==> src/rtl/systolic_pkg.sv <==
// systolic_pkg: shared defaults, FSM states and operand element indices for the 2x2 systolic feeder
package systolic_pkg;
  localparam int DEF_DW = 8;
  localparam int DEF_DRAIN_MAX = 8;
  typedef enum logic [1:0] {IDLE, LOAD, FEED, DRAIN} state_t;
  localparam logic [2:0] IDX_A00 = 3'd0;
  localparam logic [2:0] IDX_A01 = 3'd1;
  localparam logic [2:0] IDX_A10 = 3'd2;
  localparam logic [2:0] IDX_A11 = 3'd3;
  localparam logic [2:0] IDX_B00 = 3'd4;
  localparam logic [2:0] IDX_B01 = 3'd5;
  localparam logic [2:0] IDX_B10 = 3'd6;
  localparam logic [2:0] IDX_B11 = 3'd7;
endpackage

==> src/rtl/systolic_operand_buf.sv <==
// systolic_operand_buf: 8-entry operand store with a registered skew mux selected by feed phase (3 = idle zeros)
module systolic_operand_buf
  import systolic_pkg::*;
#(
  parameter int DW = DEF_DW
) (
  input  logic          clk,
  input  logic          rst,
  input  logic          i_we,
  input  logic [2:0]    i_widx,
  input  logic [DW-1:0] i_wdata,
  input  logic [1:0]    i_sel,
  output logic [DW-1:0] o_a1,
  output logic [DW-1:0] o_a2,
  output logic [DW-1:0] o_b1,
  output logic [DW-1:0] o_b2
);
  logic [DW-1:0] r_mem [8];
  // capture elements; contents need no reset because the load count decides what is valid
  always_ff @(posedge clk)
    if (i_we) r_mem[i_widx] <= i_wdata;
  // drive the skewed row/column pattern for the requested phase, zeros otherwise
  always_ff @(posedge clk)
    if (rst) begin
      o_a1 <= '0;
      o_a2 <= '0;
      o_b1 <= '0;
      o_b2 <= '0;
    end else begin
      o_a1 <= i_sel == 2'd0 ? r_mem[IDX_A00] : i_sel == 2'd1 ? r_mem[IDX_A01] : '0;
      o_b1 <= i_sel == 2'd0 ? r_mem[IDX_B00] : i_sel == 2'd1 ? r_mem[IDX_B10] : '0;
      o_a2 <= i_sel == 2'd1 ? r_mem[IDX_A10] : i_sel == 2'd2 ? r_mem[IDX_A11] : '0;
      o_b2 <= i_sel == 2'd1 ? r_mem[IDX_B01] : i_sel == 2'd2 ? r_mem[IDX_B11] : '0;
    end
endmodule

==> src/rtl/systolic_feeder_2x2.sv <==
// systolic_feeder_2x2: buffers A/B operand bytes and feeds them skewed into the 2x2 core; FEEDER_PINGPONG_EN adds a second buffer
module systolic_feeder_2x2
  import systolic_pkg::*;
#(
  parameter int DW = DEF_DW,
  parameter int DRAIN_MAX = DEF_DRAIN_MAX
) (
  input  logic          clk,
  input  logic          rst,
  input  logic [DW-1:0] in_data,
  input  logic          in_valid,
  output logic          in_ready,
  input  logic          arr_done,
  output logic          arr_run,
  output logic [DW-1:0] a1,
  output logic [DW-1:0] a2,
  output logic [DW-1:0] b1,
  output logic [DW-1:0] b2,
  output logic          busy,
  output logic          timeout_err
);
  localparam int WW = $clog2(DRAIN_MAX + 1);
  state_t        r_state;
  logic [2:0]    r_cnt;
  logic [1:0]    r_phase;
  logic [WW-1:0] r_wait;
  logic          r_tmo;
  logic          w_xfer, w_last, w_idle, w_start;
  logic [1:0]    w_sel;
  assign w_xfer = in_valid && in_ready;
  assign w_last = w_xfer && r_cnt == 3'd7;
  assign w_idle = r_state == IDLE || r_state == LOAD;
  assign w_sel = w_start ? 2'd0 : (r_state == FEED && r_phase != 2'd2) ? r_phase + 2'd1 : 2'd3;
  assign arr_run = r_state == FEED || r_state == DRAIN;
  assign busy = arr_run;
  assign timeout_err = r_tmo;
  // job sequencing: load eight elements, feed three phases, then wait for the core to finish
  always_ff @(posedge clk)
    if (rst) begin
      r_state <= IDLE;
      r_cnt   <= '0;
      r_phase <= '0;
      r_wait  <= '0;
      r_tmo   <= 1'b0;
    end else begin
      if (w_xfer) r_cnt <= r_cnt + 3'd1;
      case (r_state)
        IDLE, LOAD:
          if (w_start) begin
            r_state <= FEED;
            r_phase <= 2'd0;
          end else if (w_xfer) r_state <= LOAD;
        FEED:
          if (r_phase == 2'd2) begin
            r_state <= DRAIN;
            r_wait  <= '0;
          end else r_phase <= r_phase + 2'd1;
        DRAIN:
          if (arr_done) r_state <= IDLE;
          else if (r_wait == WW'(DRAIN_MAX - 1)) begin
            r_tmo   <= 1'b1;
            r_state <= IDLE;
          end else r_wait <= r_wait + 1'b1;
      endcase
    end
`ifdef FEEDER_PINGPONG_EN
  logic          r_lsel, r_fsel, w_fbuf;
  logic [1:0]    r_full;
  logic [DW-1:0] w_a1 [2];
  logic [DW-1:0] w_a2 [2];
  logic [DW-1:0] w_b1 [2];
  logic [DW-1:0] w_b2 [2];
  assign w_start = w_idle && (w_last || r_full[r_lsel]);
  assign in_ready = !r_full[r_lsel];
  assign w_fbuf = w_start ? r_lsel : r_fsel;
  // a full load-side buffer waits for the feed side; starting a job swaps the roles
  always_ff @(posedge clk)
    if (rst) begin
      r_lsel <= 1'b0;
      r_fsel <= 1'b0;
      r_full <= '0;
    end else if (w_start) begin
      r_fsel         <= r_lsel;
      r_lsel         <= !r_lsel;
      r_full[r_lsel] <= 1'b0;
    end else if (w_last) r_full[r_lsel] <= 1'b1;
  for (genvar i = 0; i < 2; i++) begin : g_buf
    systolic_operand_buf #(.DW(DW)) u_buf (
      .clk     (clk),
      .rst     (rst),
      .i_we    (w_xfer && r_lsel == 1'(i)),
      .i_widx  (r_cnt),
      .i_wdata (in_data),
      .i_sel   (w_fbuf == 1'(i) ? w_sel : 2'd3),
      .o_a1    (w_a1[i]),
      .o_a2    (w_a2[i]),
      .o_b1    (w_b1[i]),
      .o_b2    (w_b2[i])
    );
  end
  assign a1 = w_a1[0] | w_a1[1];
  assign a2 = w_a2[0] | w_a2[1];
  assign b1 = w_b1[0] | w_b1[1];
  assign b2 = w_b2[0] | w_b2[1];
`else
  assign w_start = w_idle && w_last;
  assign in_ready = w_idle;
  systolic_operand_buf #(.DW(DW)) u_buf (
    .clk     (clk),
    .rst     (rst),
    .i_we    (w_xfer),
    .i_widx  (r_cnt),
    .i_wdata (in_data),
    .i_sel   (w_sel),
    .o_a1    (a1),
    .o_a2    (a2),
    .o_b1    (b1),
    .o_b2    (b2)
  );
`endif
endmodule

==> config.mk <==
export PLATFORM = sky130hd
export DESIGN_NAME = systolic_feeder_2x2
export DESIGN_NICKNAME = d
export VERILOG_FILES = /design/src/rtl/systolic_pkg.sv /design/src/rtl/systolic_operand_buf.sv /design/src/rtl/systolic_feeder_2x2.sv
export SDC_FILE = /design/constraint.sdc
export NUM_CORES = 1
export LEC_CHECK = 0
export BUFFER_PORTS_ARGS = -buffer_cell sky130_fd_sc_hd__buf_4
export CAP_MARGIN = 30
export CELL_PAD_IN_SITES_DETAIL_PLACEMENT = 0
export CELL_PAD_IN_SITES_GLOBAL_PLACEMENT = 1
export CORE_ASPECT_RATIO = 0.5
export CORE_MARGIN = 2
export CORE_UTILIZATION = 40
export CTS_CLUSTER_SIZE = 8
export DETAILED_ROUTE_END_ITERATION = 10
export GPL_ROUTABILITY_DRIVEN = 0
export MAX_ROUTING_LAYER = met4
export PLACE_DENSITY = 0.8
export SLEW_MARGIN = 20
export SYNTH_ARGS = -nofsm -noshare
export SYNTH_HDL_FRONTEND = slang
export SYNTH_SLANG_ARGS = --single-unit
==> constraint.sdc <==
create_clock -name clk -period 2.9 [get_ports clk]
set_clock_uncertainty 0.2 [all_clocks]
set_input_delay 0 -clock clk [delete_from_list [all_inputs] [get_ports clk]]
set_output_delay 0 -clock clk [all_outputs]
set_load 0.02 [all_outputs]
==> results.py <==
metrics = {
    "run_status": {
        "run_status": "finished clean",
    },
    "floorplan": {
        "core-area_mm2": 0.00954,
        "die_w_um": 145,
        "die_area_mm2": 0.0108,
        "die_y_um": 74.4,
        "ioPinCount": 48,
        "start_util": 0.415,
        "rows": 25,
    },
    "timing": {
        "slew_violations": 0,
        "maxSlewHeadroom": 0.485,
        "tightest_slew_ns": 0.770,
        "fin_crit_ns": 2.30,
        "max_freq_mhz": 435,
        "setup-tns-final_ns": 0,
        "hold_viol": 0,
        "period_share": 0.792,
        "rsz0062_at_grt": "false",
        "setup_viol": 0,
        "fin_ws_ns": 0.602,
    },
    "critical_path": {
        "endpoint_kind": "register",
        "critical_path_class": "register to register",
        "crit_chain": "inv_1 -> ha_1 -> nor3b_4 -> buf_4 -> nand3_1 -> a21oi_1",
        "path_buf_inv": 2,
        "arrival_ns": 2.37,
        "critical_path.max_fanout": 18,
        "critical-path-max-stage-delay_ns": 0.55,
        "critPathSlowestCell": "ha_1",
        "critical_path.top_delay_family": "adder cells",
        "critPathRequiredTime_ns": 2.97,
        "startpoint_type": "register",
    },
    "power_and_ir_drop": {
        "switching_share": 0.205,
        "switchingPower_uw": 611,
        "p_int_uw": 2370,
        "p_leak_uw": 0.00171,
        "clkPwrFrac": 0.403,
        "peakVddDrop_v": 0.000309,
        "p_comb_frac": 0.038,
        "pwr-share-seq": 0.559,
        "powerDensity_mw_per_mm2": 612,
    },
    "global_routing": {
        "use_met3": 0.0412,
        "grtUsageTotal": 0.164,
        "grt_overflow": 0,
        "grt_max_degree": 62,
        "grtUsageMet1": 0.203,
        "gr-usage-met2": 0.255,
        "grt_pass1_wl_um": 12400,
        "grt_busiest_layer": "met2",
        "antenna_found_initial": 0,
        "grt_pass1_vias": 2393,
    },
    "synthesis": {
        "synth_top_area_cell": "edfxtp_1",
        "netlist_top_cells_area": "edfxtp_1 49%, dfxtp_1 22%, nand4b_1 3.8%, nand2b_1 3.5%, nand3b_1 3.4%",
        "synth_cell_types": 35,
        "avgSynthCellArea_um2": 13.5,
        "yosys.area.top_type_share": 0.485,
        "synthesis.nets": 309,
        "synth_cells": 293,
        "yosysWarningCount": 0,
        "syn_area_mm2": 0.00396,
        "synth-seq-cells": 108,
        "ys_seq_area_frac": 0.707,
    },
    "cts": {
        "htree_num_levels": 3,
        "cts_tree": "done",
        "ctsHoldBuffers": 12,
        "clockBufferDepth": 2,
        "clk_pin_slew_ns": 0.07,
        "clock_latency_ns": 0.35,
        "post_cts_resized": 0,
        "cts_sinks": 108,
        "cts_setup_buffers": 0,
        "root_buffer": "clkbuf_16",
        "cts_inserted_buffers": 9,
    },
    "cells_and_area": {
        "diodes": 0,
        "fin_nets": 365,
        "ff_latch_area_mm2": 0.00280,
        "drive_gt1_frac": 0.212,
        "multi_input_area_mm2": 0.00106,
        "area_growth_pct": 22.8,
        "nFillCells": 797,
    },
    "routing": {
        "dr.pass1.iters": 5,
        "vias_per_cell": 5.09,
        "ant_nets": 0,
        "routed_wl_um": 7960,
        "routedWlPerCell_um": 16.3,
        "num_vias": 2485,
        "route.detailed.drc": 0,
        "drt_first_iter_violations": 207,
    },
    "run": {
        "drv_cap": 0,
    },
    "placement": {
        "port_buffers": 47,
        "dp_slack_ns": 0.625,
        "dp_hpwl_um": 5020,
    },
    "hold_path": {
        "holdCritPathClass": "primary input to register",
    },
}
==> path summary, 6_finish.rpt <==
kind | start | end | slack (ns) | cells after the start
max reg2reg | r_phase[0] | u_buf.o_b2[5] | 0.60 | 6
max | r_phase[0] | u_buf.o_b2[5] | 0.60 | 6
min reg2reg | timeout_err | timeout_err | 0.27 | 2
min | in_data[7] | u_buf.r_mem[0][7] | 0.25 | 2
==> power by group through the flow <==
stage / registers (µW) / logic [µW] / clock network (µW)
after floorplan: 1690 / 57.9 / 0
after global placement: 1700 / 98.1 / 0
after detailed placement: 1700 / 101 / 0
after CTS: 1660 / 113 / 1220
after global routing: 1660 / 123 / 1280
final: 1660 / 112 / 1200
==> routing by layer <==
metal | routed length (µm) | part of all wire
met1 | 3540 | 0.44
met2 | 3840 | 0.48
met3 | 390 | 0.049
met4 | 188 | 0.024
met5 | 0 | 0
==> layout by cell type, fill, tap and decap left out, types with 2 or more instances in the layout <==
cell	Yosys	routed
inv_1	3	3
nand2_1	3	3
nand3_1	17	17
mux2i_1	4	4
nor2_1	12	12
and3b_1	3	3
a31oi_1	2	2
clkbuf_16	0	9
a21oi_1	20	20
nand2b_1	22	22
nor3_1	3	3
xnor2_1	2	2
nand3b_1	18	18
buf_4	3	55
edfxtp_1	64	64
o21ai_0	18	18
ha_1	4	4
nand4b_1	17	17
inv_6	0	2
dfxtp_1	44	44
dlygate4sd3_1	0	12
==> through the flow <==
step	utilization	total power (µW)	instances	instance area, µm²	hold slack [ns]
2_1_floorplan	-	1750	293	3960	-0.101
3_3_place_gp	0.467	1790	461	4460	0.0476
3_5_place_dp	0.467	1800	461	4460	0.0553
4_1_cts	0.510	3000	488	4860	0.235
5_1_grt	0.510	3070	488	4860	0.244
6_report	0.510	2980	488	4860	0.247
==> sequential cells by signal, indices dropped and copies added (netlist names) <==
signal and cells:
r_cnt 3, r_phase 2, r_state 2, r_wait 4, timeout_err 1, u_buf.o_a1 8
u_buf.o_a2 8, u_buf.o_b1 8, u_buf.o_b2 8, u_buf.r_mem 64
==> synth_stat cells (all sizes together) <==
cell type / n
a31oi: 2
and3b: 3
nand4b: 17
nand2b: 22
and3: 1
nand3: 17
a211oi: 1
mux2i: 4
o21ba: 1
nor3: 3
nand2: 3
a2111oi: 1
nor2b: 2
edfxtp: 64
nor2: 12
inv: 3
nand3b: 19
dfxtp: 44
xnor2: 2
a211o: 1
nor4bb: 1
a311oi: 1
o21ai: 18
or3: 1
nor3b: 2
ha: 4
clkbuf: 17
a21oi: 20
buf: 5
o211ai: 1
or4: 1
==> layout make-up <==
class / count / area share
clock inverters: 5 / 0.0123
multi-input cells: 160 / 0.218
flip-flops and latches: 108 / 0.576
inverters: 3 / 0.00231
clock buffers: 10 / 0.0471
well taps: 135 / 0.0347
repair buffers: 67 / 0.110
==> cells by family (layout without fill, tap and decap cells) <==
kind of cell               count (synthesis)  count (layout)  synth area share
DFF                                      108             108             0.707
and+or+nand+nor                          104             104             0.174
AOI/OAI and AO/OA                         46              46            0.0641
buffers and inverters                     25              85            0.0275
adders and majority gates                  4               4            0.0126
muxes                                      4               4            0.0101
xor gates and xnor gates                   2               2           0.00442
Power figures use the tool's default switching activity.
